==> config.mk <==
export PLATFORM = sky130hd
export DESIGN_NAME = mem_readin_demux_flat
export DESIGN_NICKNAME = d
export VERILOG_FILES = /design/src/rtl/mem_readin_demux_pkg.sv /design/src/rtl/mem_readin_demux_if.sv /design/src/rtl/readin_counter.sv /design/src/rtl/mem_readin_demux.sv /design/src/flat_wrapper.sv
export SDC_FILE = /design/constraint.sdc
export NUM_CORES = 1
export LEC_CHECK = 0
export BUFFER_PORTS_ARGS = -buffer_cell sky130_fd_sc_hd__buf_4
export CAP_MARGIN = 20
export CORE_UTILIZATION = 56
export CTS_BUF_LIST = sky130_fd_sc_hd__clkbuf_8
export DETAILED_ROUTE_END_ITERATION = 12
export HOLD_SLACK_MARGIN = 0.1
export PLACE_DENSITY = 0.91
export SLEW_MARGIN = 5
export SYNTH_ARGS = -nofsm -noshare
export SYNTH_HDL_FRONTEND = slang
export SYNTH_SLANG_ARGS = --single-unit
==> constraint.sdc <==
create_clock -name clk -period 4.35 [get_ports clk]
set_input_delay 0.6525 -clock clk [delete_from_list [all_inputs] [get_ports clk]]
set_output_delay 0.6525 -clock clk [all_outputs]
set_load 0.005 [all_outputs]
==> src/rtl/mem_readin_demux_pkg.sv <==
// rtl/mem_readin_demux_pkg.sv - shared widths, stream field positions and FSM state type
// Used by the read-in demux, its per-memory counters and the bus interface.
package mem_readin_demux_pkg;

  localparam int NMEM     = 12;
  localparam int DAT_W    = 45;
  localparam int ADDR_W   = 6;
  localparam int SEL_W    = 4;
  localparam int BX_W     = 3;
  localparam int STREAM_W = 52;

  localparam int SEL_MSB  = 51;
  localparam int SEL_LSB  = 48;
  localparam int BX_MSB   = 47;
  localparam int BX_LSB   = 45;
  localparam int DATA_MSB = 44;
  localparam int DATA_LSB = 0;

  typedef enum logic {
    ST_IDLE = 1'b0,
    ST_RUN  = 1'b1
  } state_t;

endpackage

==> src/rtl/mem_readin_demux_if.sv <==
// rtl/mem_readin_demux_if.sv - stream input and memory-write/report bus of the demux
// The slave modport is the demux side; master is the producer/consumer around it.
interface mem_readin_demux_if;
  import mem_readin_demux_pkg::*;

  logic                     new_event;
  logic [STREAM_W-1:0]      stream_in;
  logic                     stream_valid;
  logic [NMEM-1:0]          wr_en;
  logic [NMEM*ADDR_W-1:0]   wr_addr;
  logic [BX_W-1:0]          wr_bx;
  logic [DAT_W-1:0]         wr_data;
  logic [NMEM*ADDR_W-1:0]   number_out;
  logic                     number_valid;
  logic [NMEM-1:0]          overflow;
  logic                     bad_word;

  modport slave (
    input  new_event, stream_in, stream_valid,
    output wr_en, wr_addr, wr_bx, wr_data, number_out, number_valid, overflow, bad_word
  );

  modport master (
    output new_event, stream_in, stream_valid,
    input  wr_en, wr_addr, wr_bx, wr_data, number_out, number_valid, overflow, bad_word
  );

endinterface

==> src/rtl/readin_counter.sv <==
// rtl/readin_counter.sv - per-memory item count with saturation and sticky overflow
// A clear coinciding with a hit restarts the count so the hit lands at address 0.
module readin_counter
  import mem_readin_demux_pkg::*;
(
  input  logic              clk,
  input  logic              reset,
  input  logic              clear,
  input  logic              hit,
  output logic              accept,
  output logic [ADDR_W-1:0] addr,
  output logic [ADDR_W-1:0] count,
  output logic              overflow
);

  localparam logic [ADDR_W-1:0] CNT_MAX = '1;

  logic [ADDR_W-1:0] count_q, count_d;
  logic              ovf_q, ovf_d;
  logic              full;

  always_comb begin
    full    = (count_q == CNT_MAX);
    accept  = hit & (clear | ~full);
    addr    = clear ? '0 : count_q;
    count_d = addr;
    if (accept) count_d = addr + ADDR_W'(1);
    ovf_d   = ovf_q | (hit & ~clear & full);
  end

  always_ff @(posedge clk or negedge reset) begin
    if (!reset) begin
      count_q <= '0;
      ovf_q   <= 1'b0;
    end else begin
      count_q <= count_d;
      ovf_q   <= ovf_d;
    end
  end

  assign count    = count_q;
  assign overflow = ovf_q;

endmodule

==> src/rtl/mem_readin_demux.sv <==
// rtl/mem_readin_demux.sv - routes merged stream words to 12 memories by sel, per BX event
// Words are written one cycle after arrival; counts are reported at each new event.
module mem_readin_demux
  import mem_readin_demux_pkg::*;
(
  input  logic               clk,
  input  logic               reset,
  mem_readin_demux_if.slave  bus
);

  state_t                  state_q, state_d;
  logic [BX_W-1:0]         bx_q, bx_d, eff_bx;
  logic [NMEM-1:0]         wr_en_q, wr_en_d;
  logic [NMEM*ADDR_W-1:0]  wr_addr_q, wr_addr_d;
  logic [BX_W-1:0]         wr_bx_q, wr_bx_d;
  logic [DAT_W-1:0]        wr_data_q, wr_data_d;
  logic [NMEM*ADDR_W-1:0]  number_out_q, number_out_d;
  logic                    number_valid_q, number_valid_d;
  logic                    bad_word_q, bad_word_d;

  logic [SEL_W-1:0]        sel;
  logic [BX_W-1:0]         sbx;
  logic [DAT_W-1:0]        sdata;
  logic                    active, new_run, word_seen, sel_ok, bx_ok;
  logic [NMEM-1:0]         hit, accept;
  logic [ADDR_W-1:0]       slot_addr [NMEM];
  logic [NMEM*ADDR_W-1:0]  counts_flat;

  assign sel   = bus.stream_in[SEL_MSB:SEL_LSB];
  assign sbx   = bus.stream_in[BX_MSB:BX_LSB];
  assign sdata = bus.stream_in[DATA_MSB:DATA_LSB];

  // A word arriving with new_event belongs to the event that starts, so BX is checked post-update.
  always_comb begin
    state_d = state_q;
    bx_d    = bx_q;
    active  = 1'b0;
    new_run = 1'b0;
    case (state_q)
      ST_IDLE: if (bus.new_event) begin
        state_d = ST_RUN;
        bx_d    = sbx;
        active  = 1'b1;
      end
      ST_RUN: begin
        active = 1'b1;
        if (bus.new_event) begin
          bx_d    = bx_q + BX_W'(1);
          new_run = 1'b1;
        end
      end
      default: state_d = ST_IDLE;
    endcase
    eff_bx    = bx_d;
    word_seen = active & bus.stream_valid;
    sel_ok    = (sel < SEL_W'(NMEM));
    bx_ok     = (sbx == eff_bx);
    for (int k = 0; k < NMEM; k++) begin
      hit[k] = word_seen & sel_ok & bx_ok & (sel == SEL_W'(k));
    end
    bad_word_d = word_seen & ~(sel_ok & bx_ok);
  end

  for (genvar g = 0; g < NMEM; g++) begin : g_cnt
    logic [ADDR_W-1:0] slot_count;
    logic              slot_ovf;
    readin_counter u_cnt (
      .clk      (clk),
      .reset    (reset),
      .clear    (bus.new_event),
      .hit      (hit[g]),
      .accept   (accept[g]),
      .addr     (slot_addr[g]),
      .count    (slot_count),
      .overflow (slot_ovf)
    );
    assign counts_flat[g*ADDR_W +: ADDR_W] = slot_count;
    assign bus.overflow[g]                 = slot_ovf;
  end

  always_comb begin
    wr_en_d   = accept;
    wr_addr_d = wr_addr_q;
    for (int k = 0; k < NMEM; k++) begin
      if (accept[k]) wr_addr_d[k*ADDR_W +: ADDR_W] = slot_addr[k];
    end
    wr_data_d      = (|accept) ? sdata  : wr_data_q;
    wr_bx_d        = (|accept) ? eff_bx : wr_bx_q;
    number_out_d   = new_run ? counts_flat : number_out_q;
    number_valid_d = new_run;
  end

  always_ff @(posedge clk or negedge reset) begin
    if (!reset) begin
      state_q        <= ST_IDLE;
      bx_q           <= '0;
      wr_en_q        <= '0;
      wr_addr_q      <= '0;
      wr_bx_q        <= '0;
      wr_data_q      <= '0;
      number_out_q   <= '0;
      number_valid_q <= 1'b0;
      bad_word_q     <= 1'b0;
    end else begin
      state_q        <= state_d;
      bx_q           <= bx_d;
      wr_en_q        <= wr_en_d;
      wr_addr_q      <= wr_addr_d;
      wr_bx_q        <= wr_bx_d;
      wr_data_q      <= wr_data_d;
      number_out_q   <= number_out_d;
      number_valid_q <= number_valid_d;
      bad_word_q     <= bad_word_d;
    end
  end

  assign bus.wr_en        = wr_en_q;
  assign bus.wr_addr      = wr_addr_q;
  assign bus.wr_bx        = wr_bx_q;
  assign bus.wr_data      = wr_data_q;
  assign bus.number_out   = number_out_q;
  assign bus.number_valid = number_valid_q;
  assign bus.bad_word     = bad_word_q;

endmodule

==> src/flat_wrapper.sv <==
// flat-port wrapper written by rule: the top's interface ports become plain ports
module mem_readin_demux_flat import mem_readin_demux_pkg::*;
  (clk, reset, bus_new_event, bus_stream_in, bus_stream_valid, bus_wr_en, bus_wr_addr, bus_wr_bx, bus_wr_data, bus_number_out, bus_number_valid, bus_overflow, bus_bad_word);
  mem_readin_demux_if bus_i ();
  input  logic clk;
  input  logic reset;
  input wire logic [$bits(bus_i.new_event)-1:0] bus_new_event;
  input wire logic [$bits(bus_i.stream_in)-1:0] bus_stream_in;
  input wire logic [$bits(bus_i.stream_valid)-1:0] bus_stream_valid;
  output wire logic [$bits(bus_i.wr_en)-1:0] bus_wr_en;
  output wire logic [$bits(bus_i.wr_addr)-1:0] bus_wr_addr;
  output wire logic [$bits(bus_i.wr_bx)-1:0] bus_wr_bx;
  output wire logic [$bits(bus_i.wr_data)-1:0] bus_wr_data;
  output wire logic [$bits(bus_i.number_out)-1:0] bus_number_out;
  output wire logic [$bits(bus_i.number_valid)-1:0] bus_number_valid;
  output wire logic [$bits(bus_i.overflow)-1:0] bus_overflow;
  output wire logic [$bits(bus_i.bad_word)-1:0] bus_bad_word;
  assign bus_i.new_event = bus_new_event;
  assign bus_i.stream_in = bus_stream_in;
  assign bus_i.stream_valid = bus_stream_valid;
  assign bus_wr_en = bus_i.wr_en;
  assign bus_wr_addr = bus_i.wr_addr;
  assign bus_wr_bx = bus_i.wr_bx;
  assign bus_wr_data = bus_i.wr_data;
  assign bus_number_out = bus_i.number_out;
  assign bus_number_valid = bus_i.number_valid;
  assign bus_overflow = bus_i.overflow;
  assign bus_bad_word = bus_i.bad_word;
  mem_readin_demux u_core (.clk(clk), .reset(reset), .bus(bus_i));
endmodule
==> tab_implementation.tex, run 1 <==
\begin{tabular}{lr}
\hline
Metric & Value \\
\hline
\multicolumn{2}{l}{\textbf{STA}} \\
\quad Min setup slack post-route & 0.865 ns \\
\quad Setup repair after global routing missed its margin & false \\
\quad Final setup viols & 0 \\
\quad Least-Margin Pin Slew & 1.06 ns \\
\quad Sum Neg Setup Slack & 0 ns \\
\quad Fin Clk Skew & 0.0247 ns \\
\quad Hold violation count in the final report & 0 \\
\quad Period minus WS final & 3.49 ns \\
\quad Max Transition Viols Final & 0 \\
\quad Remaining max-slew budget at the tightest pin & 29.1\% \\
\quad Fmax & 0.287 GHz \\
\quad Final worst path period share & 80.1\% \\
\multicolumn{2}{l}{\textbf{Floorplan}} \\
\quad Core Area & 21300 um\^{}2 \\
\quad Effective utilization at floorplan & 57.9\% \\
\quad Ports & 274 \\
\quad X dimension of the die & 150 um \\
\quad Die Ht & 150 um \\
\quad Die Outline Area & 22600 um\^{}2 \\
\quad Cell row count & 53 \\
\multicolumn{2}{l}{\textbf{Synthesis}} \\
\quad Post-Synthesis Cell Area & 12300 um\^{}2 \\
\quad Gate Count Post-Synth & 1003 \\
\quad XOR/XNOR Fraction of Synth Area & 2.06\% \\
\quad Total number of yosys warnings & 0 \\
\quad Share of synthesized flip-flops with an asynchronous set or reset & 100\% \\
\quad Share of synthesized cell area in and, or, nand and nor gates & 13.2\% \\
\quad Compound-Gate Fraction of Synth Area & 5.25\% \\
\quad Adder-cell share of the synthesized area & 1.32\% \\
\quad Number of enable flip-flop cells after synthesis & 0 \\
\quad Dominant combinational cell family by area after synthesis & multiplexers \\
\quad Synthesized net count & 1072 \\
\quad Sequential area share after synthesis & 59.7\% \\
\quad Synth Register Bits & 294 \\
\quad Library cells used by synthesis & 53 \\
\quad Fraction of synthesized area in multiplexers & 15.2\% \\
\quad Most used DFF post-synth & sky130\_fd\_sc\_hd\_\_dfrtp\_1 \\
\quad Average cell area after synthesis & 12.3 um\^{}2 \\
\multicolumn{2}{l}{\textbf{Detailed routing}} \\
\quad Met2 wire length & 14.9 mm \\
\quad Final routed DRC violation total & 0 \\
\quad Number of DRC markers after the initial detailed-route iteration & 429 \\
\quad Aggregate routed wire length & 30.1 mm \\
\quad Wire length on met3 & 1.72 mm \\
\quad Antenna-violating nets left & 0 \\
\quad Mean number of vias per cell & 5.59 \\
\quad Uppermost layer routed & met4 \\
\quad M1 wire length & 12.5 mm \\
\quad Vias & 8884 \\
\quad Drt first pass iters & 5 \\
\quad Wire length per cell after detailed routing & 19.0 um \\
\multicolumn{2}{l}{\textbf{Clock network}} \\
\quad Number of H-tree levels & 2 \\
\quad Total clock sinks & 294 \\
\quad Quantity of gates resized following cts & 0 \\
\quad Cts bufs inserted & 46 \\
\quad CTS tree & done \\
\quad Clock latency reported for the late side of the worst-skew pair & 0.54 ns \\
\quad Root Driver & sky130\_fd\_sc\_hd\_\_clkbuf\_8 \\
\quad Number of buffers inserted by post-CTS setup repair & 0 \\
\quad Bufs on Longest Clock Path & 3 \\
\quad Clock slew at reported path FFs & 0.06 ns \\
\quad Cts-stage hold buffer count & 0 \\
\multicolumn{2}{l}{\textbf{Setup path}} \\
\quad Arrival time of the worst setup path & 3.91 ns \\
\quad CP Max Fanout & 25 \\
\quad Critical Path Source Type & register \\
\quad Data required time of the worst path & 4.77 ns \\
\quad Critical Setup Path Class & register to register \\
\quad Critical register-to-register path startpoint & u\_core.bx\_q[0]\$\_DFF\_PN0\_ \\
\quad Worst setup path startpoint & u\_core.bx\_q[0]\$\_DFF\_PN0\_ \\
\quad Type of destination of the critical path & register \\
\multicolumn{2}{l}{\textbf{Cells and area}} \\
\quad Fraction of layout instances using a drive strength above 1 & 40.1\% \\
\quad Number of antenna cells inserted & 0 \\
\quad Non-filler cells, final & 1588 \\
\quad Number of nets in the layout & 1349 \\
\quad Final Instance Area & 15400 um\^{}2 \\
\quad Area Overhead vs Synth & 25.3\% \\
\multicolumn{2}{l}{\textbf{GRT}} \\
\quad First-pass GRT wire length & 46.1 mm \\
\quad Tot GR Track Use & 26.2\% \\
\quad Remaining global-route overflow & 0 \\
\quad Vias in the first global route & 8822 \\
\quad Pin count of the biggest net entering global routing & 118 \\
\quad Antenna violations before repair & 0 \\
\multicolumn{2}{l}{\textbf{Pwr}} \\
\quad Peak VDD IR & 367 uV \\
\quad Pwr Density & 424 nW/um\^{}2 \\
\quad Post-layout power & 6550 uW \\
\quad Leakage power total & 0.00789 uW \\
\multicolumn{2}{l}{\textbf{Place}} \\
\quad Half-perimeter wire length of the detailed placement result & 20.8 mm \\
\quad GPL Wtd Cong & 0.864 \\
\quad Port Buffer Count & 273 \\
\quad Placed Instances & 1506 \\
\quad Placed inst area & 14500 um\^{}2 \\
\quad Placement Setup Slack & 0.579 ns \\
\multicolumn{2}{l}{\textbf{Outcome}} \\
\quad Status & completed \\
\multicolumn{2}{l}{\textbf{Worst hold path}} \\
\quad Min-Delay Path Class & input pin to async pin \\
\multicolumn{2}{l}{\textbf{Flow run}} \\
\quad Max-capacitance violation count & 0 \\
\hline
\end{tabular}
## flip-flops by register name, indices dropped and copies added, names as in the netlist
signal / cells
u_core.bus.number_out: 72
u_core.bus.wr_addr: 72
u_core.g_cnt.u_cnt.count: 72
u_core.bus.wr_data: 45
u_core.bus.wr_en: 12
u_core.g_cnt.u_cnt.overflow: 12
u_core.bus.wr_bx: 3
u_core.bx_q: 3
u_core.bus.bad_word: 1
u_core.bus.number_valid: 1
u_core.state_q: 1
## worst max-delay path, stage by stage, from the launching register on
cell and delay [ns]:
sky130_fd_sc_hd__dfrtp_1 0.41, sky130_fd_sc_hd__ha_1 0.33, sky130_fd_sc_hd__and4b_1 0.20, sky130_fd_sc_hd__a221o_1 0.28
sky130_fd_sc_hd__or4_4 0.68, sky130_fd_sc_hd__nor3_1 0.23, sky130_fd_sc_hd__a221o_2 0.60, sky130_fd_sc_hd__buf_16 0.25
sky130_fd_sc_hd__mux2_2 0.35
## path summary, 6_finish.rpt
check	depth (start not counted)	slack, ns	end
min in group clk	2	0.33	u_core.bus.wr_data[21]$_DFFE_PN0P_
max in group asynchronous	2	3.21	u_core.g_cnt[7].u_cnt.count[3]$_DFF_PN0_
worst max-delay path	8	0.86	u_core.bus.wr_data[42]$_DFFE_PN0P_
worst min register to register	1	0.46	u_core.g_cnt[6].u_cnt.overflow$_DFF_PN0_
worst max register to register	8	0.86	u_core.bus.wr_data[42]$_DFFE_PN0P_
worst min-delay path	1	0.1	u_core.bus.wr_data[17]$_DFFE_PN0P_
## area by class of cell
type                       instances  area, um^2
sequential                       294        7360
fill                            1447        5840
multi-input combinational        628        4570
timing repair buffer             287        2210
clock buffer                      57         785
tap                              275         344
clock inverter                    24        95.1
inverter                          23        86.3
## stage by stage
stage	hold WS, ns	utilization [%]
global route	0.132	72.6
finish	0.0995	72.6
floorplan	0.357	-
global placement	0.441	68.3
CTS	0.104	72.4
detailed placement	0.446	68.3
## cell usage in the layout, fill, tap and decap left out, types with 10 or more instances in the layout
cell type / count
sky130_fd_sc_hd__dfrtp_1: 294
sky130_fd_sc_hd__buf_4: 283
sky130_fd_sc_hd__mux2_2: 159
sky130_fd_sc_hd__nand2_1: 90
sky130_fd_sc_hd__clkbuf_8: 57
sky130_fd_sc_hd__nor2b_1: 48
sky130_fd_sc_hd__nor2_1: 47
sky130_fd_sc_hd__inv_1: 39
sky130_fd_sc_hd__o21ai_0: 37
sky130_fd_sc_hd__nand2b_1: 28
sky130_fd_sc_hd__nand3_1: 28
sky130_fd_sc_hd__xnor2_1: 25
sky130_fd_sc_hd__a21oi_1: 22
sky130_fd_sc_hd__nand4_1: 14
sky130_fd_sc_hd__ha_1: 13
sky130_fd_sc_hd__nor3_1: 10
## cells in the mapped netlist (all sizes together), types with 7 or more instances
library cell  instances  area [um^2]
dfrtp               294         7360
nand2b               28          175
clkbuf               24         90.1
ha                   13          163
nand3                28          140
xnor2                25          219
nand2                91          342
inv                  18         67.6
mux2i                 8         80.1
buf                  34          226
a31o                  8         70.1
nor2                 48          183
a31oi                 9         56.3
a21oi                22          110
nor2b                48          300
nor3                 10         50.1
or4                   8         63.8
nand4                14         87.6
o21ai                37          185
or3                  11         78.8
nor4                  7         43.8
mux2                159         1790
## cell families (layout without fill, tap and decap cells)
kind of cell	after synthesis	in the layout
and+or+nand+nor	316	316
DFF	294	294
muxes	167	167
AOI/OAI and AO/OA	103	103
buffers and inverters	81	391
xor gates and xnor gates	29	29
adders and majority gates	13	13
## routing by layer
layer	vias to the layer above	GRT usage, %
met5	-	0
met4	0	10.1
met3	76	5.70
met2	310	42.5
met1	4458	34.6
li1	4040	-
## report_power, final
group | switching (uW) | internal [uW]
registers | 188 | 3030
clock network | 1030 | 1170
logic | 474 | 655
total | 1690 | 4860
(Power assumes the default switching activity.)
==> inputs of run 2 (changes only) <==
--- a/config.mk
+++ b/config.mk
@@ -5,13 +5,14 @@
 export SDC_FILE = /design/constraint.sdc
 export NUM_CORES = 1
 export LEC_CHECK = 0
+export ABC_AREA = 1
 export BUFFER_PORTS_ARGS = -buffer_cell sky130_fd_sc_hd__buf_4
 export CAP_MARGIN = 20
-export CORE_UTILIZATION = 56
+export CORE_UTILIZATION = 51
 export CTS_BUF_LIST = sky130_fd_sc_hd__clkbuf_8
 export DETAILED_ROUTE_END_ITERATION = 12
 export HOLD_SLACK_MARGIN = 0.1
-export PLACE_DENSITY = 0.91
+export PLACE_DENSITY = 0.88
 export SLEW_MARGIN = 5
 export SYNTH_ARGS = -nofsm -noshare
 export SYNTH_HDL_FRONTEND = slang
==> constraint.sdc (replaced) <==
create_clock -name clk -period 3 [get_ports clk]
set_input_delay 0.45 -clock clk [delete_from_list [all_inputs] [get_ports clk]]
set_output_delay 0.45 -clock clk [all_outputs]
set_load 0.005 [all_outputs]
==> run 2 against run 1 <==
Global-route usage up 0.47 points. Clock skew up 0.00084 ns. Combinational power up 21%. Synthesized area down 0.57%. Register-to-register slack worse by 0.62 ns. Power up 39%. Sequential power up 40%. Largest power group unchanged. First-iteration DRC count up 83%. Highest routed layer unchanged. Setup slack worse by 0.62 ns. Final area up 2.8%. Critical path type unchanged. Critical path depth up 7. Clock power up 46%.
==> tab_implementation.tex, run 2 <==
\begin{tabular}{lr}
\hline
Metric & Value \\
\hline
\multicolumn{2}{l}{\textbf{Outcome}} \\
\quad Status & completed \\
\multicolumn{2}{l}{\textbf{Setup path}} \\
\quad Logic depth of the worst register-to-register path & 15 \\
\quad Flop2flop setup slack & 0.25 ns \\
\quad Critical Setup Path Class & register to register \\
\quad Critical register-to-register path startpoint & u\_core.bx\_q[0]\$\_DFF\_PN0\_ \\
\quad Arrival time of the worst setup path & 3.22 ns \\
\quad Data required time of the worst path & 3.47 ns \\
\quad CP Max Fanout & 48 \\
\quad Type of destination of the critical path & register \\
\quad Worst R2R End & u\_core.bus.wr\_data[2]\$\_DFFE\_PN0P\_ \\
\quad Critical Path Source Type & register \\
\multicolumn{2}{l}{\textbf{STA}} \\
\quad Max Transition Viols Final & 0 \\
\quad Final setup viols & 0 \\
\quad Setup repair after global routing missed its margin & false \\
\quad Final worst path period share & 91.8\% \\
\quad Remaining max-slew budget at the tightest pin & 53.0\% \\
\quad Sum Neg Setup Slack & 0 ns \\
\quad Min setup slack post-route & 0.247 ns \\
\quad Least-Margin Pin Slew & 0.705 ns \\
\quad Fmax & 0.363 GHz \\
\quad Hold Slack & 0.127 ns \\
\quad Hold violation count in the final report & 0 \\
\quad Period minus WS final & 2.75 ns \\
\quad Fin Clk Skew & 0.0256 ns \\
\multicolumn{2}{l}{\textbf{Place}} \\
\quad Placed Instances & 1889 \\
\quad Port Buffer Count & 273 \\
\quad GPL Wtd Cong & 0.868 \\
\quad Half-perimeter wire length of the detailed placement result & 22.2 mm \\
\quad Placement Setup Slack & 0.103 ns \\
\quad Placed inst area & 14600 um\^{}2 \\
\multicolumn{2}{l}{\textbf{Synthesis}} \\
\quad Synth Register Bits & 294 \\
\quad Cell type with the highest aggregate area in the netlist & sky130\_fd\_sc\_hd\_\_dfrtp\_1 \\
\quad Most used standard cell by instance count after synthesis & sky130\_fd\_sc\_hd\_\_nand2\_1 \\
\quad Commonest cells in the netlist & 404 x sky130\_fd\_sc\_hd\_\_nand2\_1, 294 x sky130\_fd\_sc\_hd\_\_dfrtp\_1, 128 x sky130\_fd\_sc\_hd\_\_inv\_1 \\
\quad Top cell type's share of synthesized area & 60.0\% \\
\quad Largest cells by area after synthesis & sky130\_fd\_sc\_hd\_\_dfrtp\_1 60\%, sky130\_fd\_sc\_hd\_\_nand2\_1 12\%, sky130\_fd\_sc\_hd\_\_o21ai\_0 4.0\%, sky130\_fd\_sc\_hd\_\_inv\_1 3.9\%, sky130\_fd\_sc\_hd\_\_nor2\_1 3.8\% \\
\quad Share of synthesized flip-flops with an asynchronous set or reset & 100\% \\
\quad Synthesized net count & 1406 \\
\quad Sequential area share after synthesis & 60.0\% \\
\quad Average cell area after synthesis & 9.17 um\^{}2 \\
\quad Most used DFF post-synth & sky130\_fd\_sc\_hd\_\_dfrtp\_1 \\
\quad Library cells used by synthesis & 38 \\
\quad Total number of yosys warnings & 0 \\
\quad Post-Synthesis Cell Area & 12300 um\^{}2 \\
\quad Gate Count Post-Synth & 1337 \\
\quad Number of enable flip-flop cells after synthesis & 0 \\
\multicolumn{2}{l}{\textbf{Floorplan}} \\
\quad Effective utilization at floorplan & 52.1\% \\
\quad X dimension of the die & 157 um \\
\quad Cell row count & 56 \\
\quad Die Outline Area & 24700 um\^{}2 \\
\quad Ports & 274 \\
\quad Die Ht & 157 um \\
\quad Core Area & 23500 um\^{}2 \\
\multicolumn{2}{l}{\textbf{Worst hold path}} \\
\quad Hold path depth & 3 \\
\quad Hold path startpoint & bus\_stream\_in[9] \\
\quad Hold endpoint & u\_core.bus.wr\_data[9]\$\_DFFE\_PN0P\_ \\
\quad Min-Delay Path Class & input pin to register \\
\multicolumn{2}{l}{\textbf{Cells and area}} \\
\quad Sequential cell area & 7360 um\^{}2 \\
\quad Commonest cells after routing, fill and taps aside & 403 x sky130\_fd\_sc\_hd\_\_nand2\_1, 297 x sky130\_fd\_sc\_hd\_\_buf\_4, 294 x sky130\_fd\_sc\_hd\_\_dfrtp\_1 \\
\quad Number of nets in the layout & 1722 \\
\quad Number of antenna cells inserted & 0 \\
\quad Area of the multi-input gates & 4030 um\^{}2 \\
\quad Non-filler cells, final & 2003 \\
\quad Final Instance Area & 15900 um\^{}2 \\
\quad Most common cell after layout, fill and taps aside & sky130\_fd\_sc\_hd\_\_nand2\_1 \\
\quad Number of inserted filler cells in the final layout & 1754 \\
\quad Fraction of layout instances using a drive strength above 1 & 22.5\% \\
\quad Area Overhead vs Synth & 29.5\% \\
\multicolumn{2}{l}{\textbf{Clock network}} \\
\quad Root Driver & sky130\_fd\_sc\_hd\_\_clkbuf\_8 \\
\quad Bufs on Longest Clock Path & 3 \\
\quad Number of buffers inserted by post-CTS setup repair & 0 \\
\quad Clock slew at reported path FFs & 0.06 ns \\
\quad CTS tree & done \\
\quad Number of H-tree levels & 2 \\
\quad Clock latency reported for the late side of the worst-skew pair & 0.55 ns \\
\quad Total clock sinks & 294 \\
\quad Cts bufs inserted & 46 \\
\multicolumn{2}{l}{\textbf{Detailed routing}} \\
\quad Wire length per cell after detailed routing & 16.5 um \\
\quad Antenna-violating nets left & 0 \\
\quad Mean number of vias per cell & 5.25 \\
\quad Final routed DRC violation total & 0 \\
\quad Vias & 10500 \\
\quad Number of DRC markers after the initial detailed-route iteration & 787 \\
\quad Aggregate routed wire length & 33.1 mm \\
\quad Drt first pass iters & 5 \\
\multicolumn{2}{l}{\textbf{Pwr}} \\
\quad Sw Ratio & 26.2\% \\
\quad Leakage power total & 0.00832 uW \\
\quad Power dissipated by switching net loads & 2390 uW \\
\quad Portion of total power attributed to combinational logic & 15.1\% \\
\quad Pwr Density & 573 nW/um\^{}2 \\
\quad Internal power component & 6710 uW \\
\quad Peak VDD IR & 311 uV \\
\quad Relative contribution of the clock network to total power & 35.3\% \\
\quad Reg power frac & 49.6\% \\
\multicolumn{2}{l}{\textbf{GRT}} \\
\quad Tot GR Track Use & 26.7\% \\
\quad Pin count of the biggest net entering global routing & 91 \\
\quad Antenna violations before repair & 0 \\
\quad First-pass GRT wire length & 52.0 mm \\
\quad Vias in the first global route & 10500 \\
\quad Remaining global-route overflow & 0 \\
\multicolumn{2}{l}{\textbf{Flow run}} \\
\quad Max-capacitance violation count & 0 \\
\hline
\end{tabular}
==> run 2: cell types whose count changed in the layout (fill, tap and decap cells not counted), moves of 17 or more <==
cell	delta
sky130_fd_sc_hd__mux2_2	-159
sky130_fd_sc_hd__dlygate4sd3_1	+35
sky130_fd_sc_hd__nor2_1	+76
sky130_fd_sc_hd__nand2b_1	-28
sky130_fd_sc_hd__nand4_1	+54
sky130_fd_sc_hd__a21oi_1	-17
sky130_fd_sc_hd__nor2b_1	-48
sky130_fd_sc_hd__inv_1	+109
sky130_fd_sc_hd__o21ai_0	+60
sky130_fd_sc_hd__nand2_1	+313
==> run 2: how the worst max path moves through the flow <==
stage / end / startpoint / cells after the start
final: u_core.bus.wr_data[2]$_DFFE_PN0P_ / u_core.bx_q[0]$_DFF_PN0_ / 15
after CTS: u_core.bus.wr_data[37]$_DFFE_PN0P_ / u_core.bx_q[0]$_DFF_PN0_ / 15
after global routing: u_core.g_cnt[7].u_cnt.count[3]$_DFF_PN0_ / u_core.bx_q[0]$_DFF_PN0_ / 14
after global placement: u_core.bus.wr_data[8]$_DFFE_PN0P_ / bus_new_event / 16
after floorplan: u_core.bus.wr_bx[2]$_DFFE_PN0P_ / u_core.bx_q[0]$_DFF_PN0_ / 17
after detailed placement: u_core.bus.wr_data[37]$_DFFE_PN0P_ / bus_new_event / 16
==> run 2: routing by layer <==
metal,vias up,share of wire [%],track usage [%]
met5,-,0,0
met4,0,4.1,12.5
met3,88,5.9,4.21
met2,437,49,43.9
met1,5076,42,34.8
li1,4918,-,-
==> run 2: kinds of logic after synthesis <==
group	Yosys count	synth area share [%]
flip-flops	294	60.0
buffers and inverters	206	7.24
XOR/XNOR	30	2.14
AO/OA/AOI/OAI	146	6.89
AND/OR/NAND/NOR	648	22.4
adder cells (fa/ha/maj)	13	1.33
==> run 2: stage by stage <==
step | total power (uW) | utilization, %
global route | 9500 | 67.4
CTS | 9120 | 67.4
floorplan | 5080 | -
finish | 9100 | 67.4
detailed placement | 5860 | 62.2
global placement | 5810 | 62.2
==> run 2: final cells by class <==
cell class                      instances  share of cell area (%)
Sequential cell                       294                    46.3
Inverter                              135                    3.19
Timing Repair Buffer                  339                    17.0
Tap cell                              319                    2.51
Clock inverter                         24                   0.757
Clock buffer                           55                    4.77
Multi-Input combinational cell        837                    25.4
==> run 2: critical path: stages (launching register included) <==
cell,delay [ns]
sky130_fd_sc_hd__dfrtp_1,0.40
sky130_fd_sc_hd__ha_1,0.30
sky130_fd_sc_hd__inv_1,0.06
sky130_fd_sc_hd__nand3_1,0.09
sky130_fd_sc_hd__nand4_1,0.11
sky130_fd_sc_hd__nand2_1,0.07
sky130_fd_sc_hd__inv_1,0.06
sky130_fd_sc_hd__nand2_1,0.08
sky130_fd_sc_hd__nor2_4,0.35
sky130_fd_sc_hd__nand4_1,0.24
sky130_fd_sc_hd__nand2_1,0.18
sky130_fd_sc_hd__nor2_4,0.07
sky130_fd_sc_hd__nand3_2,0.08
sky130_fd_sc_hd__buf_6,0.32
sky130_fd_sc_hd__nand2_1,0.15
sky130_fd_sc_hd__nand2_1,0.11
==> run 2: power by group through the flow <==
stage	Clock [uW]	Combinational, uW	Sequential, uW
3_5_place_dp	0	1310	4550
4_1_cts	3280	1350	4490
5_1_grt	3430	1530	4540
3_3_place_gp	0	1260	4540
6_report	3220	1370	4510
2_1_floorplan	0	523	4550
==> run 2: timing repair <==
item                                    in CTS  in global routing
endpoints found under the hold margin      118                  0
endpoints found under the setup margin       0                 34
gates resized for setup                      0                  1
hold buffers                                35                  0
==> inputs of run 3 (changes only) <==
--- a/config.mk
+++ b/config.mk
@@ -8,11 +8,11 @@
 export ABC_AREA = 1
 export BUFFER_PORTS_ARGS = -buffer_cell sky130_fd_sc_hd__buf_4
 export CAP_MARGIN = 20
-export CORE_UTILIZATION = 51
+export CORE_UTILIZATION = 50
 export CTS_BUF_LIST = sky130_fd_sc_hd__clkbuf_8
 export DETAILED_ROUTE_END_ITERATION = 12
 export HOLD_SLACK_MARGIN = 0.1
-export PLACE_DENSITY = 0.88
+export PLACE_DENSITY = 0.87
 export SLEW_MARGIN = 5
 export SYNTH_ARGS = -nofsm -noshare
 export SYNTH_HDL_FRONTEND = slang
==> run 3 against run 2 <==
Register-to-register slack better by 0.08 ns. First-iteration DRC count rose by 17%. Sequential cell count did not move. Utilization is 0.48 points higher. Critical endpoint is now u_core.bus.wr_data[18]$_DFFE_PN0P_. Critical path depth grew 1. Non-clock buffer count up 11. Final area is 1.6% higher.
==> tab_implementation.tex, run 3 (synthesis gave the netlist of run 2 again) <==
\begin{tabular}{lr}
\hline
Metric & Value \\
\hline
\multicolumn{2}{l}{\textbf{Cells and area}} \\
\quad Number of inserted filler cells in the final layout & 1717 \\
\quad Commonest cells after routing, fill and taps aside & 403 x sky130\_fd\_sc\_hd\_\_nand2\_1, 297 x sky130\_fd\_sc\_hd\_\_buf\_4, 294 x sky130\_fd\_sc\_hd\_\_dfrtp\_1 \\
\quad Number of nets in the layout & 1734 \\
\quad Fraction of layout instances using a drive strength above 1 & 23.1\% \\
\quad Most common cell after layout, fill and taps aside & sky130\_fd\_sc\_hd\_\_nand2\_1 \\
\quad Final Instance Area & 16100 um\^{}2 \\
\quad Area Overhead vs Synth & 31.6\% \\
\multicolumn{2}{l}{\textbf{Detailed routing}} \\
\quad Antenna-violating nets left & 0 \\
\quad Vias & 10700 \\
\quad Mean number of vias per cell & 5.31 \\
\quad Wire length per cell after detailed routing & 16.8 um \\
\quad Drt first pass iters & 5 \\
\quad Aggregate routed wire length & 33.9 mm \\
\quad Final routed DRC violation total & 0 \\
\quad Number of DRC markers after the initial detailed-route iteration & 918 \\
\multicolumn{2}{l}{\textbf{Worst hold path}} \\
\quad Min-Delay Path Class & input pin to register \\
\quad Hold path startpoint & bus\_stream\_in[50] \\
\quad Hold path depth & 3 \\
\quad Hold endpoint & u\_core.bus.bad\_word\$\_DFF\_PN0\_ \\
\multicolumn{2}{l}{\textbf{GRT}} \\
\quad Remaining global-route overflow & 0 \\
\quad Vias in the first global route & 10700 \\
\quad Antenna violations before repair & 0 \\
\quad First-pass GRT wire length & 53.6 mm \\
\quad Tot GR Track Use & 27.2\% \\
\quad Pin count of the biggest net entering global routing & 85 \\
\multicolumn{2}{l}{\textbf{STA}} \\
\quad Remaining max-slew budget at the tightest pin & 60.3\% \\
\quad Hold violation count in the final report & 0 \\
\quad Final worst path period share & 89.3\% \\
\quad Max Transition Viols Final & 0 \\
\quad Fmax & 0.373 GHz \\
\quad Least-Margin Pin Slew & 0.596 ns \\
\quad Fin Clk Skew & 0.0253 ns \\
\quad Final setup viols & 0 \\
\quad Setup repair after global routing missed its margin & false \\
\quad Sum Neg Setup Slack & 0 ns \\
\quad Period minus WS final & 2.68 ns \\
\quad Min setup slack post-route & 0.322 ns \\
\multicolumn{2}{l}{\textbf{Setup path}} \\
\quad Critical register-to-register path startpoint & u\_core.bx\_q[0]\$\_DFF\_PN0\_ \\
\quad Data required time of the worst path & 3.49 ns \\
\quad Arrival time of the worst setup path & 3.17 ns \\
\quad Type of destination of the critical path & register \\
\quad Worst R2R End & u\_core.bus.wr\_data[18]\$\_DFFE\_PN0P\_ \\
\quad Logic depth of the worst register-to-register path & 16 \\
\quad Critical Setup Path Class & register to register \\
\quad CP Max Fanout & 48 \\
\quad Flop2flop setup slack & 0.32 ns \\
\quad Critical Path Source Type & register \\
\multicolumn{2}{l}{\textbf{Clock network}} \\
\quad Total clock sinks & 294 \\
\quad Cts bufs inserted & 47 \\
\quad Number of H-tree levels & 2 \\
\quad Root Driver & sky130\_fd\_sc\_hd\_\_clkbuf\_8 \\
\quad Bufs on Longest Clock Path & 3 \\
\quad Clock latency reported for the late side of the worst-skew pair & 0.56 ns \\
\quad CTS tree & done \\
\quad Clock slew at reported path FFs & 0.08 ns \\
\quad Quantity of gates resized following cts & 0 \\
\multicolumn{2}{l}{\textbf{Floorplan}} \\
\quad Effective utilization at floorplan & 51.6\% \\
\quad Core Area & 23800 um\^{}2 \\
\quad Cell row count & 56 \\
\quad X dimension of the die & 159 um \\
\quad Die Ht & 159 um \\
\quad Ports & 274 \\
\quad Die Outline Area & 25100 um\^{}2 \\
\multicolumn{2}{l}{\textbf{Pwr}} \\
\quad Peak VDD IR & 369 uV \\
\quad Pwr Density & 594 nW/um\^{}2 \\
\quad Leakage power total & 0.00841 uW \\
\multicolumn{2}{l}{\textbf{Flow run}} \\
\quad Max-capacitance violation count & 0 \\
\multicolumn{2}{l}{\textbf{Outcome}} \\
\quad Status & completed \\
\multicolumn{2}{l}{\textbf{Place}} \\
\quad Port Buffer Count & 273 \\
\quad Placed inst area & 14600 um\^{}2 \\
\quad GPL Wtd Cong & 0.843 \\
\quad Placement Setup Slack & 0.245 ns \\
\quad Half-perimeter wire length of the detailed placement result & 22.4 mm \\
\hline
\end{tabular}
run 3: cell types whose count changed in the layout (fill, tap and decap cells not counted), moves of 2 or more:
cell | previous run | this run
sky130_fd_sc_hd__inv_1 | 148 | 140
sky130_fd_sc_hd__clkbuf_8 | 55 | 57
sky130_fd_sc_hd__clkinvlp_4 | 0 | 3
sky130_fd_sc_hd__bufinv_16 | 1 | 4
sky130_fd_sc_hd__clkinv_2 | 3 | 8
sky130_fd_sc_hd__dlygate4sd3_1 | 35 | 46
run 3: worst max-delay path by stage:
stage / cells past startpoint / endpoint / from / slack (ns)
final: 16 / u_core.bus.wr_data[18]$_DFFE_PN0P_ / u_core.bx_q[0]$_DFF_PN0_ / 0.32
after CTS: 16 / u_core.g_cnt[3].u_cnt.count[4]$_DFF_PN0_ / u_core.bx_q[0]$_DFF_PN0_ / 0.22
after detailed placement: 16 / u_core.g_cnt[3].u_cnt.count[4]$_DFF_PN0_ / bus_new_event / 0.25
after floorplan: 17 / u_core.bus.wr_bx[2]$_DFFE_PN0P_ / u_core.bx_q[0]$_DFF_PN0_ / 0.85
after global routing: 16 / u_core.bus.wr_data[3]$_DFFE_PN0P_ / u_core.bx_q[0]$_DFF_PN0_ / 0.14
after global placement: 10 / u_core.bus.wr_data[17]$_DFFE_PN0P_ / bus_new_event / 0.36
run 3: final cells by class:
cell class | instances | area, um^2 | share of cell area [%]
Antenna cell | 1 | 2.50 | 0.0155
Tap cell | 319 | 399 | 2.47
Sequential cell | 294 | 7360 | 45.6
Inverter | 135 | 507 | 3.14
Clock inverter | 27 | 228 | 1.41
Clock buffer | 57 | 785 | 4.86
Multi-Input combinational cell | 837 | 4030 | 25.0
Timing Repair Buffer | 350 | 2830 | 17.5
run 3: layer usage:
layer	GRT usage (%)	routed length [um]
met4	13.7	1560
met1	33.9	13500
met2	45.3	16800
met5	0	0
met3	5.39	2040
run 3: metrics by stage:
stage	hold slack [ns]	power (uW)	util, %	cells
floorplan	0.154	5080	-	1337
CTS	0.178	9570	67.8	2018
finish	0.224	9580	67.9	2020
global placement	0.453	5810	61.6	1888
detailed placement	0.460	5870	61.6	1888
global route	0.200	10000	67.9	2019
run 3: where the power goes:
part | internal [uW] | leakage (uW) | switching, uW
clock | 2070 | 0.000562 | 1580
sequential | 4290 | 0.00399 | 227
combinational | 711 | 0.00385 | 700
run 3: timing repair:
item | in CTS | in global routing
setup endpoints to repair | 0 | 13
setup buffers | 0 | 1
endpoints found under the hold margin | 113 | 0
hold buffers | 46 | 0
run 3: worst max-delay path, stage by stage (launching register included):
cell	delay, ns
sky130_fd_sc_hd__dfrtp_1	0.41
sky130_fd_sc_hd__ha_1	0.30
sky130_fd_sc_hd__inv_1	0.05
sky130_fd_sc_hd__nand3_1	0.10
sky130_fd_sc_hd__nand4_1	0.12
sky130_fd_sc_hd__nand2_1	0.06
sky130_fd_sc_hd__inv_1	0.05
sky130_fd_sc_hd__nand2_1	0.08
sky130_fd_sc_hd__nor2_4	0.13
sky130_fd_sc_hd__buf_12	0.16
sky130_fd_sc_hd__nand4_1	0.12
sky130_fd_sc_hd__nand2_1	0.14
sky130_fd_sc_hd__nor2_4	0.07
sky130_fd_sc_hd__nand3_2	0.07
sky130_fd_sc_hd__buf_4	0.44
sky130_fd_sc_hd__nand2_1	0.14
sky130_fd_sc_hd__nand2_1	0.15
